### src/rtl/mux_pkg_sefunmi.sv
// Constants and state encoding shared by the 8:1 mux datapath.
// The upstream mux and the deserializer both import this package.
package mux_pkg_sefunmi;

    localparam int FRAME_BITS = 8;
    localparam int IDX_W      = 3;

    localparam logic [0:0] IDLE  = 1'b0;
    localparam logic [0:0] SHIFT = 1'b1;

    typedef logic [FRAME_BITS-1:0] frame_t;
    typedef logic [IDX_W-1:0]      idx_t;

endpackage

### src/rtl/demux1to8_sefunmi.sv
// 1-to-WIDTH decoder: turns a bit index into one-hot write enables
// for the deserializer shadow register.
module demux1to8_sefunmi #(
    parameter int WIDTH = mux_pkg_sefunmi::FRAME_BITS,
    parameter int IDX_W = mux_pkg_sefunmi::IDX_W
) (
    input  logic             enable,
    input  logic [IDX_W-1:0] select,
    output logic [WIDTH-1:0] wr_en
);

    always_comb begin
        wr_en = '0;
        for (int i = 0; i < WIDTH; i++) begin
            wr_en[i] = enable && (select == IDX_W'(i));
        end
    end

endmodule

### src/rtl/deserializer8_sefunmi.sv
// Serial-to-parallel receiver: rebuilds bytes sent LSB first by the
// upstream 8:1 mux and presents them on a valid/ready output.
module deserializer8_sefunmi #(
    parameter int WIDTH = mux_pkg_sefunmi::FRAME_BITS,
    parameter int IDX_W = mux_pkg_sefunmi::IDX_W
) (
    input  logic             clk,
    input  logic             reset,
    input  logic             enable,
    input  logic             start,
    input  logic             serial_in,
    input  logic             out_ready,
    output logic [WIDTH-1:0] par_out,
    output logic             out_valid,
    output logic [IDX_W-1:0] select,
    output logic             overrun
);

    import mux_pkg_sefunmi::*;

    localparam logic [IDX_W-1:0] LAST = IDX_W'(WIDTH - 1);

    logic [0:0]       state_q,   state_d;
    logic [IDX_W-1:0] select_q,  select_d;
    logic [WIDTH-1:0] shadow_q,  shadow_d;
    logic [WIDTH-1:0] par_q,     par_d;
    logic             valid_q,   valid_d;
    logic             overrun_q, overrun_d;

    logic             begin_frame;
    logic             advance;
    logic             complete;
    logic             wr_go;
    logic [IDX_W-1:0] wr_idx;
    logic [WIDTH-1:0] wr_en;

    // A start always wins, in IDLE or mid-frame, and lands on bit 0.
    assign begin_frame = enable && start;
    assign advance     = enable && !start && (state_q == SHIFT);
    assign complete    = advance && (select_q == LAST);
    assign wr_go       = begin_frame || advance;
    assign wr_idx      = begin_frame ? '0 : select_q;

    demux1to8_sefunmi #(
        .WIDTH (WIDTH),
        .IDX_W (IDX_W)
    ) u_demux (
        .enable (wr_go),
        .select (wr_idx),
        .wr_en  (wr_en)
    );

    always_comb begin
        state_d   = state_q;
        select_d  = select_q;
        shadow_d  = shadow_q;
        par_d     = par_q;
        valid_d   = valid_q;
        overrun_d = overrun_q;

        if (valid_q && out_ready) begin
            valid_d = 1'b0;
        end

        if (begin_frame) begin
            shadow_d = '0;
            select_d = IDX_W'(1);
            state_d  = SHIFT;
        end else if (advance && !complete) begin
            select_d = select_q + IDX_W'(1);
        end

        for (int i = 0; i < WIDTH; i++) begin
            if (wr_en[i]) begin
                shadow_d[i] = serial_in;
            end
        end

        // Last bit bypasses the shadow so the byte is out one edge sooner.
        if (complete) begin
            par_d    = {serial_in, shadow_q[WIDTH-2:0]};
            valid_d  = 1'b1;
            select_d = '0;
            state_d  = IDLE;
            if (valid_q && !out_ready) begin
                overrun_d = 1'b1;
            end
        end
    end

    always_ff @(posedge clk) begin
        if (reset) begin
            state_q   <= IDLE;
            select_q  <= '0;
            shadow_q  <= '0;
            par_q     <= '0;
            valid_q   <= 1'b0;
            overrun_q <= 1'b0;
        end else begin
            state_q   <= state_d;
            select_q  <= select_d;
            shadow_q  <= shadow_d;
            par_q     <= par_d;
            valid_q   <= valid_d;
            overrun_q <= overrun_d;
        end
    end

    assign par_out   = par_q;
    assign out_valid = valid_q;
    assign select    = select_q;
    assign overrun   = overrun_q;

endmodule

### config.mk
export PLATFORM = sky130hd
export DESIGN_NAME = deserializer8_sefunmi
export DESIGN_NICKNAME = d
export VERILOG_FILES = /design/src/rtl/mux_pkg_sefunmi.sv /design/src/rtl/demux1to8_sefunmi.sv /design/src/rtl/deserializer8_sefunmi.sv
export SDC_FILE = /design/constraint.sdc
export NUM_CORES = 1
export LEC_CHECK = 0
export ABC_AREA = 0
export BUFFER_PORTS_ARGS = -buffer_cell sky130_fd_sc_hd__buf_4
export CORE_AREA = 2 2 46 48
export CTS_CLUSTER_DIAMETER = 30
export DETAILED_ROUTE_END_ITERATION = 10
export DIE_AREA = 0 0 48 50
export PLACE_DENSITY = 0.85
export SETUP_SLACK_MARGIN = 0.2
export SLEW_MARGIN = 15
export SYNTH_ARGS = -nofsm -noshare
export SYNTH_HDL_FRONTEND = slang
export SYNTH_SLANG_ARGS = --single-unit
### constraint.sdc
create_clock -name clk -period 4.3 [get_ports clk]
set_input_delay 0.86 -clock clk [delete_from_list [all_inputs] [get_ports clk]]
set_output_delay 0.86 -clock clk [all_outputs]
set_load 0.02 [all_outputs]
==> impl_summary.txt, run 1 <==
----------------------------------------------------
[Status]
  Outcome ... finished, final reports clean

[Placement]
  Placed instance area ... 0.00108 mm2
  Placer congestion estimate ... 0.748
  Final HPWL DP ... approximately 1.2 mm
  Buffers on Ports ... 18

[Critical path]
  CP Launch Point ... select[0]$_SDFFE_PP0P_
  Worst Setup EP ... select[0]
  Critical Path, Cell by Cell ... buf_4
  Worst path slowest cell ... sky130_fd_sc_hd__dfxtp_1
  Setup CP Type ... reg -> out
  Crit Reg-Reg Startpoint ... select[0]$_SDFFE_PP0P_
  Total number of cells along the worst setup path ... 1
  Reg-to-reg critical path endpoint ... par_out[4]$_SDFFE_PP0P_
  Worst Reg-to-Reg Cells ... 5
  Maximum net fanout on the critical path ... 12
  R2R setup slack ... roughly 2.5 ns
  Capturing element type of the critical path ... output pin
  CP bufs+invs ... 1
  Worst EP required ... roughly 3.4 ns
  Peak per-stage delay on the critical path ... approximately 0.59 ns
  Endpoint arrival time on the critical path ... approximately 1.1 ns
  Critical Path Start Type ... flip-flop
  Top delay family on crit path ... flip-flops

[Routing]
  Antenna-violating nets left ... 0
  Wire per inst ... approximately 12 um
  Drt via density ... ~5.3
  Total number of vias ... between 700 and 800
  Detailed-route DRC error count ... 0
  Number of violations reported at the end of detailed-routing iteration 0 ... 24
  Final WL ... 1.70 mm
  Number of detailed-routing iterations run before antenna repair ... 4

[Clock tree]
  Hold-fix buffers at CTS ... 0
  Clock-pin slew on the worst setup and hold paths ... approximately 0.12 ns
  Count of cells resized by post-cts repair ... 0
  Clock sink count ... 21
  Post-CTS setup-driven buffer insertion count ... 0
  Maximum root-to-sink buffer count ... 2
  Clock root buffer ... sky130_fd_sc_hd__clkbuf_4
  Maximum level of the CTS H-tree ... 1
  Number of CTS-inserted buffers ... 3
  Worst skew pair latency ... ~0.30 ns
  CTS tree ... done

[GRT]
  Met3 track demand over resource in global routing ... under 10%
  Via count of the first global-routing pass ... between 600 and 700
  Gr ovfl total ... 0
  Number of antenna violations at the first check in global routing ... 0
  Met1 Track Usage GR ... between 20 and 25%
  Largest net degree at the start of global routing ... 16
  Met2 layer usage reported by global route ... roughly 29%
  Highest-utilization routing layer at the global route stage ... met2
  First-pass GRT wire length ... around 2.9 mm
  GR Util All Layers ... about 17%

[Synthesis]
  Portion of the post-synthesis area used by sequential elements ... ~44%
  Most area-consuming cells after synthesis ... sky130_fd_sc_hd__dfxtp_1, sky130_fd_sc_hd__nand2_1, sky130_fd_sc_hd__mux2i_1
  Post-synth net total ... 107
  Most frequent cell after synthesis ... sky130_fd_sc_hd__nand2_1
  Post-synth EDFFs ... 0
  Yosys reg bits ... 21
  Post-synthesis average cell area ... between 9 and 10 um2
  Cells after synthesis ... just under 100
  Primary FF master, synth ... sky130_fd_sc_hd__dfxtp_1
  Number of distinct standard cells referenced by the synthesized netlist ... 29
  Synthesis warning total ... 0
  Post-synthesis instance area ... about 950 um2
  Biggest area consumer among synthesized cells ... sky130_fd_sc_hd__dfxtp_1
  Post-synth top cells ... sky130_fd_sc_hd__nand2_1, sky130_fd_sc_hd__dfxtp_1, sky130_fd_sc_hd__a21oi_1, sky130_fd_sc_hd__mux2i_1
  Area share of the largest cell type after synthesis ... between 40% and 50%
  Fraction of registers with async set/reset ... 0%

[Power]
  Cell internal pwr ... 0.000243 W
  Sw Share ... a little under a quarter
  Share of total power in combinational logic ... ~6.9%
  Power density over the cells ... 288 mW/mm2
  Sequential share of power ... between 60 and 70%
  Sw Pwr ... between 0.00007 and 0.00008 W
  Cell leakage power ... a little under 0.5 nW
  Largest voltage drop on the vdd net ... around 150 uV
  Clock power share ... between 20 and 30%

[Floorplanning]
  Initial cell density of the core ... 49.7%
  Vertical die dimension ... ~50 um
  Horizontal extent of the die ... between 40 and 50 um
  DIE AREA ... roughly 0.0024 mm2
  Placeable core region ... about 0.0019 mm2
  Placement Rows ... 16
  Boundary pin count ... 19

[STA]
  Slew at the pin closest to its max-slew limit ... slightly above 0.4 ns
  Period utilisation layout ... 46.0%
  Highest clock frequency the design can meet ... just over 500 MHz
  Relative slew margins ... between 70% and 80%
  Post-layout minimum cycle time ... slightly below 2 ns
  Total negative slack for setup checks ... 0 ns
  Final-report hold violation count ... 0
  Final setup violation count ... 0
  Setup repair after global routing missed its margin ... false
  Final Slew Violations ... 0
  Clock skew ... between 0.004 and 0.005 ns

[Final layout]
  Fraction of final layout cells sized beyond drive strength 1 ... approximately a quarter
  Final net count ... between 100 and 150
  Final design area excluding fillers ... approximately 0.0011 mm2
  Antenna diodes ... 0
  Growth of design area from synthesis to finish ... 16.7%
  Fin util ... about three fifths

[Worst hold path]
  Tightest Hold Check Type ... reg -> reg

[Job]
  Number of violations of the max-capacitance limit ... 0

----------------------------------------------------
## worst min-delay path, cell delays in order (launching register included)
cell,delay [ns]
sky130_fd_sc_hd__dfxtp_1,0.33
sky130_fd_sc_hd__nand2_1,0.05
sky130_fd_sc_hd__a21oi_1,0.05
## power by group through the flow
stage	clock (W)	sequential (W)	combinational, W
after floorplan	0	0.000203	0.0000176
after global placement	0	0.000206	0.0000210
after detailed placement	0	0.000206	0.0000219
after CTS	0.0000979	0.000201	0.0000221
after global routing	0.000104	0.000202	0.0000244
final	0.0000950	0.000201	0.0000218
## worst min path at each step
stage / from / end / slack (ns) / cells past startpoint
4_1_cts: par_out[6]$_SDFFE_PP0P_ / par_out[6]$_SDFFE_PP0P_ / 0.46 / 2
2_1_floorplan: shadow_q[0]$_SDFFE_PP0P_ / par_out[0]$_SDFFE_PP0P_ / 0.43 / 2
3_5_place_dp: par_out[6]$_SDFFE_PP0P_ / par_out[6]$_SDFFE_PP0P_ / 0.45 / 2
5_1_grt: par_out[2]$_SDFFE_PP0P_ / par_out[2]$_SDFFE_PP0P_ / 0.49 / 2
6_report: par_out[6]$_SDFFE_PP0P_ / par_out[6]$_SDFFE_PP0P_ / 0.46 / 2
3_3_place_gp: shadow_q[5]$_SDFFE_PP0P_ / par_out[5]$_SDFFE_PP0P_ / 0.44 / 2
## state kept, by name (all words and copies together), names as in the netlist
register   flops
overrun        1
select         3
out_valid      1
state_q        1
shadow_q       7
par_out        8
## cells by family after synthesis
group,share of synthesized area (%)
fa+ha+maj,2.65
compound gates,12.6
simple gates,30.0
mux,6.35
flops,44.4
buf+inv,3.97
## layer usage
metal	vias to the layer above	routed length, um
met1	356	765
met5	-	0
met3	0	51
li1	379	-
met2	12	885
met4	0	0
## final cells by class
class                      count  area [um2]
fill                         177         798
multi-input combinational     72         488
sequential                    21         420
timing repair buffer          18         135
tap                           27        33.8
clock buffer                   4        26.3
## cells in the final DEF (no fill, tap or decap), types with 2 or more instances in the layout
| master | n |
|---|---|
| sky130_fd_sc_hd__or3b_1 | 2 |
| sky130_fd_sc_hd__ha_1 | 2 |
| sky130_fd_sc_hd__nor3b_2 | 2 |
| sky130_fd_sc_hd__nand2_1 | 26 |
| sky130_fd_sc_hd__buf_4 | 18 |
| sky130_fd_sc_hd__nor2_1 | 2 |
| sky130_fd_sc_hd__clkbuf_4 | 3 |
| sky130_fd_sc_hd__a21oi_1 | 10 |
| sky130_fd_sc_hd__mux2i_1 | 6 |
| sky130_fd_sc_hd__a21boi_1 | 2 |
| sky130_fd_sc_hd__dfxtp_1 | 21 |
| sky130_fd_sc_hd__o21ai_1 | 2 |
| sky130_fd_sc_hd__nand2b_1 | 3 |
| sky130_fd_sc_hd__nand3b_1 | 2 |
## through the flow
stage / power (W) / cells / worst slack (ns) / hold WS, ns
after detailed placement: 0.000228 / 138 / 2.50 / 0.448
after global placement: 0.000227 / 138 / 2.58 / 0.443
after CTS: 0.000321 / 142 / 2.31 / 0.464
final: 0.000318 / 142 / 2.32 / 0.462
after floorplan: 0.000220 / 99 / 2.71 / 0.426
after global routing: 0.000331 / 142 / 2.25 / 0.488
No activity file was read; power rests on OpenSTA's default activity.
==> inputs of run 2 (changes only) <==
- clock period: 4.3 -> 1.92 ns (I/O delays scaled with it)
==> run 2 against run 1 <==
Global-route usage down 0.83 points. Register-to-register slack lost 2.1 ns. Sequential share of layout area is 0.054 points higher. Flip-flop and latch count stayed put. Via count shrank 0.54%. Final area rose by 0.45%. Clock skew shrank 0.0013 ns. Total power rose by 120%.
==> impl_summary.txt, run 2 (synthesized netlist as in run 1, its figures left out) <==
----------------------------------------------------
[GRT]
  Met2 layer usage reported by global route ... 27.1%
  Largest net degree at the start of global routing ... 16
  Gr ovfl total ... 0
  Via count of the first global-routing pass ... roughly 670
  Number of antenna violations at the first check in global routing ... 0
  Met3 track demand over resource in global routing ... 3.30%
  First-pass GRT wire length ... between 2 and 3 mm
  Highest-utilization routing layer at the global route stage ... met2
  Met1 Track Usage GR ... a little over a fifth
  GR Util All Layers ... 16.4%

[STA]
  Period utilisation layout ... 81.7%
  Post-layout minimum cycle time ... around 1.6 ns
  Relative slew margins ... around 73%
  Final setup violation count ... 0
  Final Slew Violations ... 0
  Slew at the pin closest to its max-slew limit ... 0.405 ns
  Clock skew ... 0.00330 ns
  WHS ... 0.336 ns
  Setup repair after global routing missed its margin ... false
  Final-report hold violation count ... 0
  Total negative slack for setup checks ... 0 ns
  Highest clock frequency the design can meet ... approximately 640 MHz

[Clock tree]
  Clock root buffer ... sky130_fd_sc_hd__clkbuf_4
  Clock-pin slew on the worst setup and hold paths ... 0.12 ns
  Maximum level of the CTS H-tree ... 1
  Hold-fix buffers at CTS ... 0
  Clock sink count ... 21
  Worst skew pair latency ... 0.30 ns
  CTS tree ... done
  Count of cells resized by post-cts repair ... 0
  Post-CTS setup-driven buffer insertion count ... 0
  Number of CTS-inserted buffers ... 3
  Maximum root-to-sink buffer count ... 2

[Job]
  Number of violations of the max-capacitance limit ... 0

[Critical path]
  Setup CP Type ... reg -> reg
  Worst EP required ... roughly 2.2 ns
  Worst Setup EP ... overrun$_SDFFE_PP0P_
  Most Frequent Cell on Critical Path ... sky130_fd_sc_hd__ha_1
  Peak per-stage delay on the critical path ... roughly 0.47 ns
  Capturing element type of the critical path ... flip-flop
  Endpoint arrival time on the critical path ... between 1.5 and 2 ns
  Worst path slowest cell ... sky130_fd_sc_hd__dfxtp_2
  Worst Reg-to-Reg Cells ... 5
  Critical Path Start Type ... flip-flop
  CP Launch Point ... select[0]$_SDFFE_PP0P_
  Reg-to-reg critical path endpoint ... overrun$_SDFFE_PP0P_
  Crit Reg-Reg Startpoint ... select[0]$_SDFFE_PP0P_
  Critical Path, Cell by Cell ... ha_1 > ha_1 > nand4b_2 > o21ba_1 > nor2_1
  Maximum net fanout on the critical path ... 12
  R2R setup slack ... approximately 0.35 ns

[Final layout]
  Antenna diodes ... 0
  Final-layout fill cell count ... between 150 and 200
  Growth of design area from synthesis to finish ... 17.2%
  Max FFs per register ... 8
  Fraction of final layout cells sized beyond drive strength 1 ... a little over a quarter
  Fin util ... slightly below 60%
  Final net count ... about 120
  Most common cell after layout, fill and taps aside ... sky130_fd_sc_hd__nand2_1
  Most frequent cells in the layout ... sky130_fd_sc_hd__nand2_1, sky130_fd_sc_hd__dfxtp_1, sky130_fd_sc_hd__buf_4

[Floorplanning]
  Placement Rows ... 16
  Placeable core region ... ~0.0019 mm2
  Vertical die dimension ... about 50 um
  Horizontal extent of the die ... around 48 um
  DIE AREA ... 0.00240 mm2
  Initial cell density of the core ... between 40 and 50%
  Boundary pin count ... 19

[Routing]
  Drt via density ... 5.23
  Antenna-violating nets left ... 0
  Wire per inst ... about 12 um
  Detailed-route DRC error count ... 0
  Number of detailed-routing iterations run before antenna repair ... 4
  Total number of vias ... roughly 740
  Final WL ... 1.73 mm
  Number of violations reported at the end of detailed-routing iteration 0 ... 10

[Worst hold path]
  Tightest Hold Check Type ... in -> reg

[Placement]
  Placer congestion estimate ... slightly below 0.9
  Buffers on Ports ... 18
  Final HPWL DP ... between 1 and 1.5 mm

[Power]
  Largest voltage drop on the vdd net ... 341 uV
  Overall power of the completed layout ... 0.000711 W
  Cell leakage power ... roughly 0.5 nW
  Power density over the cells ... 642 mW/mm2

[Status]
  Outcome ... finished, final reports clean

----------------------------------------------------
[run 2: changes by cell type in the layout (fill, tap and decap cells not counted)]
cell,delta
sky130_fd_sc_hd__dfxtp_2,+2
sky130_fd_sc_hd__clkbuf_1,-1
sky130_fd_sc_hd__clkinv_2,+1
sky130_fd_sc_hd__and4b_1,-1
sky130_fd_sc_hd__dfxtp_1,-2
sky130_fd_sc_hd__and4b_2,+1
[run 2: how the worst min path moves through the flow]
| stage | cells after the start | start | to |
|---|---|---|---|
| after floorplan | 2 | shadow_q[0]$_SDFFE_PP0P_ | par_out[0]$_SDFFE_PP0P_ |
| after global placement | 2 | shadow_q[4]$_SDFFE_PP0P_ | par_out[4]$_SDFFE_PP0P_ |
| after detailed placement | 2 | shadow_q[0]$_SDFFE_PP0P_ | par_out[0]$_SDFFE_PP0P_ |
| after CTS | 3 | serial_in | par_out[7]$_SDFFE_PP0P_ |
| after global routing | 2 | reset | select[0]$_SDFFE_PP0P_ |
| final | 3 | serial_in | par_out[7]$_SDFFE_PP0P_ |
[run 2: stage by stage]
stage               setup slack [ns]  cell area [um2]  std cells
floorplan                      0.401              946         99
detailed placement             0.231             1080        138
global route                   0.236             1110        142
finish                         0.352             1110        142
CTS                            0.204             1100        142
global placement               0.330             1080        138
[run 2: cell type report]
cell class	count	area, um2	area share, %
Multi-Input combinational cell	72	489	44.1
Sequential cell	21	423	38.1
Timing Repair Buffer	18	135	12.2
Tap cell	27	33.8	3.05
Clock buffer	3	22.5	2.03
Clock inverter	1	5.00	0.451
[run 2: routing by layer]
| layer | routed length, um | vias to the layer above | share of wire, % |
|---|---|---|---|
| li1 | - | 376 | - |
| met1 | 792 | 347 | 46 |
| met2 | 873 | 18 | 51 |
| met3 | 54 | 2 | 3.1 |
| met4 | 8 | 0 | 0.46 |
| met5 | 0 | - | 0 |
[run 2: critical path, delay by kind of cell, from the launching register on]
kind	cells	cell delay (ns)
AO/OA/AOI/OAI	1	0.26
adder cells (fa/ha/maj)	2	0.44
flip-flops	1	0.47
AND/OR/NAND/NOR	2	0.35
[run 2: power breakdown]
group	internal, W	switching (W)	leakage (nW)
clock network	0.0000775	0.000133	0.0177
registers	0.000441	0.0000109	0.171
logic	0.0000233	0.0000261	0.298
total	0.000541	0.000170	0.486
